### config.mk
export PLATFORM = sky130hd
export DESIGN_NAME = wb_timer_flat
export DESIGN_NICKNAME = d
export VERILOG_FILES = /design/src/rtl/wb_timer_pkg.sv /design/src/rtl/wishbone_bus.sv /design/src/rtl/wb_timer_prescaler.sv /design/src/rtl/wb_timer.sv /design/src/flat_wrapper.sv
export SDC_FILE = /design/constraint.sdc
export NUM_CORES = 1
export LEC_CHECK = 0
export ABC_AREA = 1
export CORE_ASPECT_RATIO = 0.5
export CORE_MARGIN = 5
export CORE_UTILIZATION = 40
export CTS_BUF_LIST = sky130_fd_sc_hd__clkbuf_16
export CTS_CLUSTER_DIAMETER = 60
export CTS_CLUSTER_SIZE = 8
export DETAILED_ROUTE_END_ITERATION = 10
export PLACE_DENSITY = 0.63
export SLEW_MARGIN = 20
export SYNTH_ARGS = -nofsm -noshare
export SYNTH_HDL_FRONTEND = slang
export SYNTH_HIERARCHICAL = 1
export SYNTH_SLANG_ARGS = --single-unit
### constraint.sdc
create_clock -name clk -period 1.6 [get_ports clk]
set_input_delay 0.32 -clock clk [delete_from_list [all_inputs] [get_ports clk]]
set_output_delay 0.32 -clock clk [all_outputs]
set_load 0.01 [all_outputs]
### src/rtl/wb_timer_pkg.sv
`default_nettype none
// ============================================================================
// Module   : wb_timer_pkg
// Brief    : Register map, field positions and reset values for wb_timer
// Revision : 1.0
// ============================================================================
package wb_timer_pkg;

    typedef enum logic [2:0] {
        REG_CTRL    = 3'd0,
        REG_COUNT   = 3'd1,
        REG_COMPARE = 3'd2,
        REG_STATUS  = 3'd3
    } reg_idx_e;

    localparam int   c_ctrl_en_bit       = 0;
    localparam int   c_ctrl_auto_bit     = 1;
    localparam int   c_ctrl_irq_en_bit   = 2;
    localparam int   c_ctrl_psc_lsb      = 8;
    localparam int   c_status_match_bit  = 0;

    localparam logic c_ctrl_field_rst    = 1'b0;
    localparam logic c_count_rst_fill    = 1'b0;
    localparam logic c_compare_rst_fill  = 1'b1;
    localparam logic c_status_match_rst  = 1'b0;

endpackage
`default_nettype wire

### src/rtl/wishbone_bus.sv
`default_nettype none
// ============================================================================
// Module   : Wishbone_bus
// Brief    : Pipelined Wishbone bus bundle with master and slave views
// Revision : 1.0
// ============================================================================
interface Wishbone_bus #(
    parameter int WIDTH = 32
);
    logic                 cyc;
    logic                 stb;
    logic                 we;
    logic [WIDTH-1:0]     adr;
    logic [WIDTH/8-1:0]   sel;
    logic [WIDTH-1:0]     dat_mosi;
    logic [WIDTH-1:0]     dat_miso;
    logic                 ack;
    logic                 err;
    logic                 stall;
    logic                 rty;

    modport S (
        input  cyc, stb, we, adr, sel, dat_mosi,
        output dat_miso, ack, err, stall, rty
    );

    modport M (
        output cyc, stb, we, adr, sel, dat_mosi,
        input  dat_miso, ack, err, stall, rty
    );
endinterface
`default_nettype wire

### src/rtl/wb_timer_prescaler.sv
`default_nettype none
// ============================================================================
// Module   : wb_timer_prescaler
// Brief    : Divides clk by (prescale+1) into a one-cycle tick while enabled
// Revision : 1.0
// ============================================================================
module wb_timer_prescaler #(
    parameter int PSC_W = 8
) (
    input  logic             clk,
    input  logic             rst,
    input  logic             en,
    input  logic [PSC_W-1:0] prescale,
    input  logic             restart,
    output logic             tick
);

    logic [PSC_W-1:0] r_cnt;

    assign tick = en & (r_cnt == prescale);

    always_ff @(posedge clk or negedge rst) begin
        if (!rst) begin
            r_cnt <= '0;
        end else if (!en || restart || tick) begin
            r_cnt <= '0;
        end else begin
            r_cnt <= r_cnt + 1'b1;
        end
    end

endmodule
`default_nettype wire

### src/rtl/wb_timer.sv
`default_nettype none
// ============================================================================
// Module   : wb_timer
// Brief    : Wishbone slave timer: prescaled counter, compare match and irq
// Revision : 1.0
// ============================================================================
module wb_timer
    import wb_timer_pkg::*;
#(
    parameter int WIDTH = 32,
    parameter int PSC_W = 8
) (
    input  logic   clk,
    input  logic   rst,
    Wishbone_bus.S bus,
    output logic   irq
);

    reg_idx_e         w_idx;
    logic             w_req;
    logic             w_mapped;
    logic             w_wr;
    logic             w_wr_ctrl;
    logic             w_wr_count;
    logic             w_wr_compare;
    logic             w_match_set;
    logic             w_match_clr;
    logic             w_psc_restart;
    logic             w_tick;
    logic             w_ack;
    logic             w_unused;
    logic [WIDTH-1:0] w_ctrl_word;
    logic [WIDTH-1:0] w_ctrl_new;
    logic [WIDTH-1:0] w_rd_data;
    logic [WIDTH-1:0] w_count_tick;
    logic [PSC_W-1:0] w_psc_new;

    logic             r_en;
    logic             r_auto;
    logic             r_irq_en;
    logic [PSC_W-1:0] r_psc;
    logic [WIDTH-1:0] r_count;
    logic [WIDTH-1:0] r_compare;
    logic             r_match;
    logic             r_irq;
    logic             r_ack;
    logic             r_err;
    logic [WIDTH-1:0] r_dat;

    function automatic logic [WIDTH-1:0] f_merge(
        input logic [WIDTH-1:0]   old_val,
        input logic [WIDTH-1:0]   new_val,
        input logic [WIDTH/8-1:0] sel
    );
        logic [WIDTH-1:0] v_res;
        v_res = old_val;
        for (int b = 0; b < WIDTH/8; b++) begin
            if (sel[b]) begin
                v_res[8*b +: 8] = new_val[8*b +: 8];
            end
        end
        return v_res;
    endfunction

    assign w_req        = bus.cyc & bus.stb;
    assign w_idx        = reg_idx_e'(bus.adr[4:2]);
    assign w_mapped     = (bus.adr[1:0] == 2'b00) & ~bus.adr[4];
    assign w_wr         = w_req & w_mapped & bus.we & (|bus.sel);
    assign w_wr_ctrl    = w_wr & (w_idx == REG_CTRL);
    assign w_wr_count   = w_wr & (w_idx == REG_COUNT);
    assign w_wr_compare = w_wr & (w_idx == REG_COMPARE);
    assign w_match_clr  = w_wr & (w_idx == REG_STATUS) & bus.sel[0]
                        & bus.dat_mosi[c_status_match_bit];

    always_comb begin
        w_ctrl_word                              = '0;
        w_ctrl_word[c_ctrl_en_bit]               = r_en;
        w_ctrl_word[c_ctrl_auto_bit]             = r_auto;
        w_ctrl_word[c_ctrl_irq_en_bit]           = r_irq_en;
        w_ctrl_word[c_ctrl_psc_lsb +: PSC_W]     = r_psc;
    end

    assign w_ctrl_new    = f_merge(w_ctrl_word, bus.dat_mosi, bus.sel);
    assign w_psc_new     = w_ctrl_new[c_ctrl_psc_lsb +: PSC_W];
    assign w_psc_restart = w_wr_ctrl & (w_psc_new != r_psc);

    always_comb begin
        w_rd_data = '0;
        case (w_idx)
            REG_CTRL:    w_rd_data = w_ctrl_word;
            REG_COUNT:   w_rd_data = r_count;
            REG_COMPARE: w_rd_data = r_compare;
            REG_STATUS:  w_rd_data[c_status_match_bit] = r_match;
            default:     w_rd_data = '0;
        endcase
    end

    wb_timer_prescaler #(
        .PSC_W    (PSC_W)
    ) u_prescaler (
        .clk      (clk),
        .rst      (rst),
        .en       (r_en),
        .prescale (r_psc),
        .restart  (w_psc_restart),
        .tick     (w_tick)
    );

    // A bus write to COUNT pre-empts the tick, so no match is taken from it
    assign w_count_tick = (r_auto && (r_count == r_compare)) ? '0 : r_count + 1'b1;
    assign w_match_set  = w_tick & (r_count == r_compare) & ~w_wr_count;

    always_ff @(posedge clk or negedge rst) begin
        if (!rst) begin
            r_en      <= c_ctrl_field_rst;
            r_auto    <= c_ctrl_field_rst;
            r_irq_en  <= c_ctrl_field_rst;
            r_psc     <= {PSC_W{c_ctrl_field_rst}};
            r_count   <= {WIDTH{c_count_rst_fill}};
            r_compare <= {WIDTH{c_compare_rst_fill}};
            r_match   <= c_status_match_rst;
            r_irq     <= 1'b0;
            r_ack     <= 1'b0;
            r_err     <= 1'b0;
            r_dat     <= '0;
        end else begin
            r_ack <= w_req & w_mapped;
            r_err <= w_req & ~w_mapped;
            r_dat <= (w_req & w_mapped & ~bus.we) ? w_rd_data : '0;

            if (w_wr_ctrl) begin
                r_en     <= w_ctrl_new[c_ctrl_en_bit];
                r_auto   <= w_ctrl_new[c_ctrl_auto_bit];
                r_irq_en <= w_ctrl_new[c_ctrl_irq_en_bit];
                r_psc    <= w_psc_new;
            end

            if (w_wr_compare) begin
                r_compare <= f_merge(r_compare, bus.dat_mosi, bus.sel);
            end

            if (w_wr_count) begin
                r_count <= f_merge(r_count, bus.dat_mosi, bus.sel);
            end else if (w_tick) begin
                r_count <= w_count_tick;
            end

            r_match <= w_match_set | (r_match & ~w_match_clr);
            r_irq   <= r_match & r_irq_en;
        end
    end

    // Responses are dropped if the master abandons the cycle
    assign w_ack        = r_ack & bus.cyc;
    assign bus.ack      = w_ack;
    assign bus.err      = r_err & bus.cyc;
    assign bus.dat_miso = w_ack ? r_dat : '0;
    assign bus.stall    = 1'b0;
    assign bus.rty      = 1'b0;
    assign irq          = r_irq;

    assign w_unused = ^{bus.adr[WIDTH-1:5], w_ctrl_new};

endmodule
`default_nettype wire

### src/flat_wrapper.sv
// flat-port wrapper written by rule: the top's interface ports become plain ports
module wb_timer_flat import wb_timer_pkg::*;
#(
    parameter int WIDTH = 32,
    parameter int PSC_W = 8
)
  (clk, rst, irq, bus_cyc, bus_stb, bus_we, bus_adr, bus_sel, bus_dat_mosi, bus_dat_miso, bus_ack, bus_err, bus_stall, bus_rty);
  Wishbone_bus #(.WIDTH(WIDTH)) bus_i ();
  input  logic clk;
  input  logic rst;
  output logic irq;
  input wire logic [$bits(bus_i.cyc)-1:0] bus_cyc;
  input wire logic [$bits(bus_i.stb)-1:0] bus_stb;
  input wire logic [$bits(bus_i.we)-1:0] bus_we;
  input wire logic [$bits(bus_i.adr)-1:0] bus_adr;
  input wire logic [$bits(bus_i.sel)-1:0] bus_sel;
  input wire logic [$bits(bus_i.dat_mosi)-1:0] bus_dat_mosi;
  output wire logic [$bits(bus_i.dat_miso)-1:0] bus_dat_miso;
  output wire logic [$bits(bus_i.ack)-1:0] bus_ack;
  output wire logic [$bits(bus_i.err)-1:0] bus_err;
  output wire logic [$bits(bus_i.stall)-1:0] bus_stall;
  output wire logic [$bits(bus_i.rty)-1:0] bus_rty;
  assign bus_i.cyc = bus_cyc;
  assign bus_i.stb = bus_stb;
  assign bus_i.we = bus_we;
  assign bus_i.adr = bus_adr;
  assign bus_i.sel = bus_sel;
  assign bus_i.dat_mosi = bus_dat_mosi;
  assign bus_dat_miso = bus_i.dat_miso;
  assign bus_ack = bus_i.ack;
  assign bus_err = bus_i.err;
  assign bus_stall = bus_i.stall;
  assign bus_rty = bus_i.rty;
  wb_timer #(.WIDTH(WIDTH), .PSC_W(PSC_W)) u_core (.clk(clk), .rst(rst), .bus(bus_i), .irq(irq));
endmodule
# ---- Yosys cells after proc, flatten, opt, wreduce, memory -nomap -nowiden
# Cells that the tools add are included.
dict set report word_totals {
  in_bits 73
  output_inout_bits 37
  reg_bits 119
  elab_cells 87
}
dict set report op_classes {
  mux 13
  bitwise 27
  eq_ne 10
  n_reduce_logical 17
  add_sub_neg 2
}
# op n
set op_table {}
lappend op_table {{$mux 32} 5}
lappend op_table {{$pmux 31 s3} 1}
lappend op_table {{$mux 8} 6}
lappend op_table {{$add 32x1->32 const B} 1}
lappend op_table {{$eq 32x32->1} 1}
lappend op_table {{$and 1x1->1} 21}
lappend op_table {{$reduce_and 2->1} 9}
lappend op_table {{$add 8x1->8 const B} 1}
lappend op_table {{$eq 8x8->1} 1}
lappend op_table {{$ne 2x2->1 const B} 4}
lappend op_table {{$ne 8x8->1} 1}
lappend op_table {{$eq 3x2->1 const B} 2}
lappend op_table {{$not 1->1} 5}
lappend op_table {{$pmux 1 s4} 1}
lappend op_table {{$reduce_or 4->1} 1}
lappend op_table {{$eq 3x1->1 const B} 1}
lappend op_table {{$logic_not 3->1} 1}
lappend op_table {{$logic_not 2->1} 1}
lappend op_table {{$logic_or 1x1->1} 2}
lappend op_table {{$reduce_bool 2->1} 1}
lappend op_table {{$logic_and 1x1->1} 1}
lappend op_table {{$logic_not 1->1} 1}
lappend op_table {{$or 1x1->1} 1}

# ---- Longest topological paths before layout
# Gate-level depths: netlist of the first run.
dict set report logic_depth {
  ltp_word 11
  mapped_depth 13
  depth_no_buf 12
}

# ---- Cells and area by module
# The synthesis of the first run kept the hierarchy.
# module n_inst seq_area_each_um2 area_each_um2 cells_each
set modules_own_cells {}
lappend modules_own_cells {wb_timer 1 2817.7 6771.5 953}
lappend modules_own_cells {wb_timer_prescaler 1 200.2 569.3 87}

# ---- Worst setup path before layout of the first run
# Ideal clock, no wire load.
dict set report synth_path {
  kind {in2reg}
  start {input bus_adr[1]}
  end {register u_core.r_compare[11]}
  path_buffers 1
  t_required_ns 1.515
  slack_ns -0.047
  setup_time_ns 0.085
  arrival_ns 1.562
  stages 7
  path_cell_list {nor3_2 -> nand3_1 -> nor2_4 -> nand2_1 -> nor2_2 -> buf_4 -> mux2_1}
}
dict set report synth_via {
  elab_chain_cells 7
}
# item line
set synth_rtl {}
lappend synth_rtl {{start: declaration} flat_wrapper.sv:15} ;# input wire logic [$bits(bus_i.adr)-1:0] bus_adr;
lappend synth_rtl {{$logic_not 2->1} wb_timer.sv:67} ;# assign w_mapped = (bus.adr[1:0] == 2'b00) & ~bus.adr[4];
lappend synth_rtl {{$and 1x1->1} wb_timer.sv:67}
lappend synth_rtl {{$and 1x1->1 (3 in a row)} wb_timer.sv:68} ;# assign w_wr = w_req & w_mapped & bus.we & (|bus.sel);
lappend synth_rtl {{$and 1x1->1} wb_timer.sv:71} ;# assign w_wr_compare = w_wr & (w_idx == REG_COMPARE);
lappend synth_rtl {{$reduce_and 2->1 (no source line)} n/a}
lappend synth_rtl {{end signal: assignment} wb_timer.sv:120} ;# r_compare <= {WIDTH{c_compare_rst_fill}};
lappend synth_rtl {{end signal: assignment} wb_timer.sv:139} ;# r_compare <= f_merge(r_compare, bus.dat_mosi, bus.sel);
lappend synth_rtl {{end: declaration} wb_timer.sv:43} ;# logic [WIDTH-1:0] r_compare;
# No other way between the ends.
# A chain may end at the register's enable or synchronous reset.

# ---- Worst setup path after layout of the first run
dict set report layout_path {
  start {register u_core.r_compare[2]}
  end {register u_core.r_count[2]}
}
dict set report layout_via {
  elab_chain_cells 5
}
# item line
set layout_rtl {}
lappend layout_rtl {{$eq 32x32->1} wb_timer.sv:110} ;# assign w_count_tick = (r_auto && (r_count == r_compare)) ? '0 : r_count + 1'b1;
lappend layout_rtl {{$logic_and 1x1->1} wb_timer.sv:110}
lappend layout_rtl {{$mux 32} wb_timer.sv:110}
lappend layout_rtl {{$mux 32} wb_timer.sv:144} ;# end else if (w_tick) begin
lappend layout_rtl {{$mux 32} wb_timer.sv:142} ;# if (w_wr_count) begin
lappend layout_rtl {{end signal: assignment} wb_timer.sv:119} ;# r_count <= {WIDTH{c_count_rst_fill}};
lappend layout_rtl {{end signal: assignment} wb_timer.sv:143} ;# r_count <= f_merge(r_count, bus.dat_mosi, bus.sel);
lappend layout_rtl {{end signal: assignment} wb_timer.sv:145} ;# r_count <= w_count_tick;
lappend layout_rtl {{end: declaration} wb_timer.sv:42} ;# logic [WIDTH-1:0] r_count;
# No other way between the ends. The select of a mux whose other input is x is not followed.

==> impl_metrics.json, run 1 <==
{
  "status": "complete, but fails checks",
  "violations": "negative setup slack",
  "cts_buffers": 17,
  "sw_frac_of_total": 0.258,
  "cts.sinks": 119,
  "clockBufferDepth": 2,
  "rows": 35,
  "required_ns": 1.90,
  "io_pins": 110,
  "synth_edf_count": 0,
  "period_needed_ns": 1.83,
  "wl_per_cell_um": 16.6,
  "drive_gt1_frac": 0.371,
  "synth.distinct_cells": 42,
  "clkSlewWorstSetupHoldPaths_ns": 0.06,
  "met1_usage": 0.312,
  "drt_iter0_markers": 572,
  "rsz0062_at_grt": "yes",
  "seqPwrFrac": 0.384,
  "cts-root-buf": "clkbuf_16",
  "grt_use_met2": 0.366,
  "area_growth_pct": 58.3,
  "grt_pass1_vias": 7529,
  "post-synth-top-count-cell": "nand2_1",
  "antenna_found_initial": 0,
  "final-hold-violation-count": 0,
  "grt_max_degree": 35,
  "synth.area.top_cells": "dfrtp_1 30%, nand2_1 13%, dfstp_2 11%",
  "p_leak_nw": 5.44,
  "track_usage": 0.230,
  "synth_cells": 1040,
  "place_hpwl_um": 17900,
  "setup_viol_count_final": 74,
  "initial_core_util": 0.403,
  "drc": 0,
  "die_h_um": 106,
  "synthArstFlopShare": 1.00,
  "finalMaxSlewViolations": 0,
  "met3_usage": 0.0636,
  "skew_ns": 0.0134,
  "die_width_um": 202,
  "die_area_um2": 21300,
  "routed_wl_um": 26100,
  "synth_seq_cells": 119,
  "setup_ws_ns": -0.232,
  "p_clk_frac": 0.492,
  "synth_ff_type": "dfrtp_1",
  "final_util": 0.638,
  "worstPathMaxFanout": 5,
  "synth_area_um2": 7340,
  "portBuffers": 80,
  "synth_top_cell_area_share": 0.297,
  "hold_path_class": "input port to flop",
  "syn_area_per_cell_um2": 7.06,
  "yosysWarnings": 6,
  "fin_cells": 1573,
  "busiest_layer": "met2",
  "nets": 1395,
  "power_per_cell_area_nw_per_um2": 719,
  "grt_first_pass_wirelength_um": 39000,
  "period_share": 1.15,
  "cts_max_level": 4,
  "clkLatencyLatePin_ns": 0.42,
  "internal-power_mw": 6.20,
  "ys_seq_area_frac": 0.411,
  "dr.pass1.iters": 5,
  "ir_worst_vdd_mv": 0.765,
  "cp_data_arrival_time_ns": 2.13,
  "synth.top_cells.by_count": "257 x nand2_1, 167 x nor2_1, 162 x inv_1, 87 x dfrtp_1, 61 x o21ai_0",
  "core_um2": 18200,
  "viasPerCell": 5.01,
  "crit_path_end_kind": "flop",
  "drv_cap": 0,
  "cts_tree": "yes",
  "vias": 7879,
  "start_kind": "flop",
  "ant_nets": 0,
  "combinationalPowerShare": 0.124,
  "placed_cells": 1510,
  "fmax_mhz": 546,
  "num_antenna_cells": 0,
  "yosys.area.top_type": "dfrtp_1",
  "gp_congestion": 0.924,
  "power.switching_mw": 2.16,
  "critical_path_class": "flop to flop",
  "grt_overflow": 0
}
## what timing repair did
item,in CTS,in global routing
hold buffers,1,0
hold endpoints to repair,15,0
pin swaps,17,44
setup buffers,10,15
gates resized for setup,210,208
endpoints found under the setup margin,99,112
cloned,2,5
## path summary, 6_finish.rpt
check	start	to	slack, ns	depth (start not counted)
setup / recovery	u_core/r_compare[2]	u_core/r_count[2]	-0.23	11
hold / removal	bus_stb	u_core/r_err	0.17	3
setup reg to reg	u_core/r_compare[2]	u_core/r_count[2]	-0.23	11
hold reg to reg	u_core/r_irq_en	u_core/irq	0.51	2
max in group asynchronous	rst	u_core/r_compare[23]	0.57	3
min in group asynchronous	rst	u_core/r_count[3]	0.40	2
## metrics by stage
| stage | instance area, µm² | hold WS [ns] | setup TNS (ns) | total power, mW | setup WS [ns] |
|---|---|---|---|---|---|
| floorplan | 7360 | 0.0244 | -0.0272 | 3.61 | -0.0136 |
| global placement | 9790 | 0.313 | -62.38 | 4.15 | -0.552 |
| detailed placement | 9790 | 0.311 | -68.70 | 4.16 | -0.638 |
| CTS | 10600 | 0.350 | -6.23 | 8.30 | -0.195 |
| global route | 11600 | 0.202 | -13.67 | 8.65 | -0.303 |
| finish | 11600 | 0.172 | -9.95 | 8.36 | -0.232 |
## logic make-up after synthesis
group	after synthesis	share of synthesized area
AO/OA/AOI/OAI	144	0.111
adder cells (fa/ha/maj)	2	0.00341
flip-flops	119	0.411
multiplexers	8	0.0123
other	1	0.000511
buffers and inverters	205	0.112
AND/OR/NAND/NOR	510	0.288
XOR/XNOR	51	0.0608
## routing by layer
layer | wire length, µm | part of all wire
met1 | 11900 | 0.45
met2 | 12100 | 0.46
met3 | 1740 | 0.067
met4 | 413 | 0.016
met5 | 0 | 0
## power by group through the flow
| stage | combinational [mW] | clock, mW | sequential (mW) |
|---|---|---|---|
| floorplan | 0.373 | 0 | 3.24 |
| global placement | 0.905 | 0 | 3.24 |
| detailed placement | 0.917 | 0 | 3.25 |
| CTS | 0.962 | 4.14 | 3.20 |
| global route | 1.13 | 4.30 | 3.22 |
| finish | 1.04 | 4.11 | 3.21 |
## cells in the final DEF (no fill, tap or decap), types with 16 or more instances in the layout
cell type        instances
clkdlybuf4s50_1         34
dfrtp_1                 82
nand3b_1                16
xor2_1                  26
xnor2_1                 16
clkbuf_16               21
o21ai_0                 46
nand3_1                 29
inv_1                  154
nand2_1                237
a21oi_1                 35
nor2_2                  33
nand2_2                 19
dfstp_2                 32
nor2_4                  43
buf_4                  181
nor2_1                  96
buf_6                   44
## cell type report
cell class | instances | area, µm²
clock buffers | 17 | 425
clock inverters | 15 | 186
fillers | 1564 | 6590
inverters | 167 | 632
multi-input cells | 717 | 4250
flip-flops and latches | 119 | 3020
well taps | 240 | 300
repair buffers | 298 | 2800
## state kept, by name, summed over array words and instances (netlist names)
register and flops:
u_core/irq 1, u_core/r_ack 1, u_core/r_auto 1, u_core/r_compare 32, u_core/r_count 32, u_core/r_dat 32, u_core/r_en 1, u_core/r_err 1
u_core/r_irq_en 1, u_core/r_match 1, u_core/r_psc 8, u_core/u_prescaler/r_cnt 8
## critical path, stage by stage, from the launching register on
cell and delay [ns]:
dfstp_2 0.57, xnor2_2 0.14, nand2_1 0.08, nor2_1 0.14, nand2_2 0.11, nor2_4 0.16
nand3_4 0.15, buf_6 0.17, nand3_2 0.05, nand2_1 0.04, nand2_1 0.05, nand2_1 0.06
No activity file was read; power rests on OpenSTA's default activity.
==> run 2: changes to the inputs <==
--- a/config.mk
+++ b/config.mk
@@ -14,6 +14,7 @@
 export CTS_CLUSTER_SIZE = 8
 export DETAILED_ROUTE_END_ITERATION = 10
 export PLACE_DENSITY = 0.63
+export RECOVER_POWER = 100
 export SLEW_MARGIN = 20
 export SYNTH_ARGS = -nofsm -noshare
 export SYNTH_HDL_FRONTEND = slang
==> run 2 against run 1 <==
The flow still finishes with violations (negative setup slack). Combinational power barely moved. Hold slack got worse by 0.0090 ns. Clock power barely moved. Largest power group unchanged. Cell count did not move. Critical path depth did not move. Critical endpoint unchanged. Sequential power barely moved. Sequential share of layout area rose by 0.15 points.
==> impl_metrics.json, run 2 (synthesis results as in run 1) <==
{
  "finalMaxSlewViolations": 0,
  "crit_start": "u_core/r_compare[14]",
  "required_ns": 1.90,
  "regArea_um2": 3020,
  "final-hold-violation-count": 0,
  "placed_cells": 1510,
  "period_share": 1.15,
  "die_h_um": 106,
  "p_leak_nw": 5.42,
  "portBuffers": 80,
  "period_needed_ns": 1.84,
  "hold_path_class": "input port to flop",
  "r2r_end": "u_core/r_count[2]",
  "start_kind": "flop",
  "relSlewSlack": 0.422,
  "clockBufferDepth": 2,
  "drive_gt1_frac": 0.368,
  "fillers": 1575,
  "cts_tree": "yes",
  "dr.pass1.iters": 5,
  "grt_max_degree": 35,
  "critical_path_class": "flop to flop",
  "cts.sinks": 119,
  "crit_chain": "xnor2_1 -> nand2_1 -> nor2_1 -> nand2_2 -> nor2_4 -> nand3_4 -> buf_6 -> nand3_2 -> nand2_1 -> nand2_1 -> nand2_1",
  "routed_wl_um": 26200,
  "multi_input_area_um2": 4240,
  "rows": 35,
  "antenna_found_initial": 0,
  "r2r_start": "u_core/r_compare[14]",
  "worstMarginPinSlew_ns": 0.867,
  "die_width_um": 202,
  "grt_first_pass_wirelength_um": 39000,
  "final_cell_mix": "238 x nand2_1, 178 x buf_4, 154 x inv_1",
  "gp_congestion": 0.924,
  "grt_overflow": 0,
  "crit_path_top_delay_cell": "dfstp_2",
  "io_pins": 110,
  "ir_worst_vdd_mv": 0.752,
  "hp-start": "bus_stb",
  "core_um2": 18200,
  "drt_iter0_markers": 614,
  "hold_depth": 3,
  "design_area_um2": 11600,
  "fmax_mhz": 542,
  "skew_ns": 0.0132,
  "cts_buffers": 17,
  "cp_data_arrival_time_ns": 2.14,
  "dpl_worst_slack_ns": -0.638,
  "cts-root-buf": "clkbuf_16",
  "crit_path_end_kind": "flop",
  "num_antenna_cells": 0,
  "cts_max_level": 4,
  "power_per_cell_area_nw_per_um2": 722,
  "grt_pass1_vias": 7529,
  "top_regs": "u_core/r_compare (32), u_core/r_count (32), u_core/r_dat (32)",
  "worstPathMaxFanout": 5,
  "fin_cells": 1573,
  "clkSlewWorstSetupHoldPaths_ns": 0.06,
  "min_to": "u_core/r_err",
  "setup_viol_count_final": 84,
  "track_usage": 0.230,
  "place_hpwl_um": 17900,
  "final_util": 0.634,
  "path_common_cell": "nand2_1",
  "nets": 1395,
  "rsz0062_at_grt": "yes",
  "initial_core_util": 0.403,
  "place_area_um2": 9790,
  "wl_per_cell_um": 16.6,
  "area_growth_pct": 57.4,
  "setup_ws_ns": -0.244,
  "ff2ff_path_depth": 11,
  "ant_nets": 0,
  "reg2reg_slack_ns": -0.24,
  "clkLatencyLatePin_ns": 0.42,
  "status": "complete, but fails checks",
  "viasPerCell": 5.02,
  "drv_cap": 0,
  "violations": "negative setup slack",
  "die_area_um2": 21300,
  "vias": 7897,
  "max_stage_delay_ns": 0.57,
  "drc": 0,
  "final_common_cell": "nand2_1"
}
run 2: changes by cell type in the layout (fill, tap and decap cells not counted), sizes merged:
cell / before / now
buf: 247 / 242
clkbuf: 21 / 26
run 2: where the power goes:
group	total, mW	switching [mW]	internal, mW
Clock	4.11	1.52	2.58
Sequential	3.21	0.0880	3.12
Combinational	1.02	0.541	0.482
run 2: through the flow:
step | setup TNS (ns) | total power, mW | hold WS [ns]
after floorplan | -0.0272 | 3.61 | 0.0244
after global placement | -62.38 | 4.15 | 0.313
after detailed placement | -68.70 | 4.16 | 0.311
after CTS | -6.23 | 8.30 | 0.350
after global routing | -19.80 | 8.63 | 0.191
final | -10.60 | 8.34 | 0.163
run 2: how the worst max path moves through the flow:
stage                           endpoint  slack [ns]  depth (start not counted)
global route           u_core/r_count[2]       -0.30                         11
finish                 u_core/r_count[2]       -0.24                         11
detailed placement     u_core/r_count[3]       -0.64                         10
global placement         bus_dat_miso[9]       -0.55                          5
CTS                   u_core/r_count[31]       -0.19                         10
floorplan           u_core/r_compare[11]       -0.01                          7
run 2: repair_timing:
action / 4_1_cts / 5_1_grt
setup buffers: 10 / 15
hold buffers: 1 / 0
endpoints found under the setup margin: 99 / 112
gates cloned: 2 / 5
gates resized for setup: 210 / 208
pin swaps: 17 / 44
endpoints found under the hold margin: 15 / 0
run 2: layer usage:
layer,vias up,GRT usage,part of all wire
met2,269,0.366,0.47
li1,3789,-,-
met4,0,0.0590,0.014
met5,-,0,0
met3,32,0.0636,0.071
met1,3807,0.312,0.45
run 2: cell type report:
class / count / share of cell area
tap: 240 / 0.0260
sequential: 119 / 0.262
timing repair buffer: 298 / 0.238
inverter: 167 / 0.0547
multi-input combinational: 717 / 0.367
clock inverter: 15 / 0.0161
clock buffer: 17 / 0.0368
run 2: worst max-delay path: cells and delay by family (launching register included):
family | cells | cell delay (ns)
flops | 1 | 0.57
buf+inv | 1 | 0.17
xor+xnor | 1 | 0.16
simple gates | 9 | 0.82
==> run 3: changes to the inputs <==
--- a/config.mk
+++ b/config.mk
@@ -10,7 +10,6 @@
 export CORE_MARGIN = 5
 export CORE_UTILIZATION = 40
 export CTS_BUF_LIST = sky130_fd_sc_hd__clkbuf_16
-export CTS_CLUSTER_DIAMETER = 60
 export CTS_CLUSTER_SIZE = 8
 export DETAILED_ROUTE_END_ITERATION = 10
 export PLACE_DENSITY = 0.63
==> results of run 3 <==
Same layout as run 2: the final DEF is identical, and so are final timing and power.
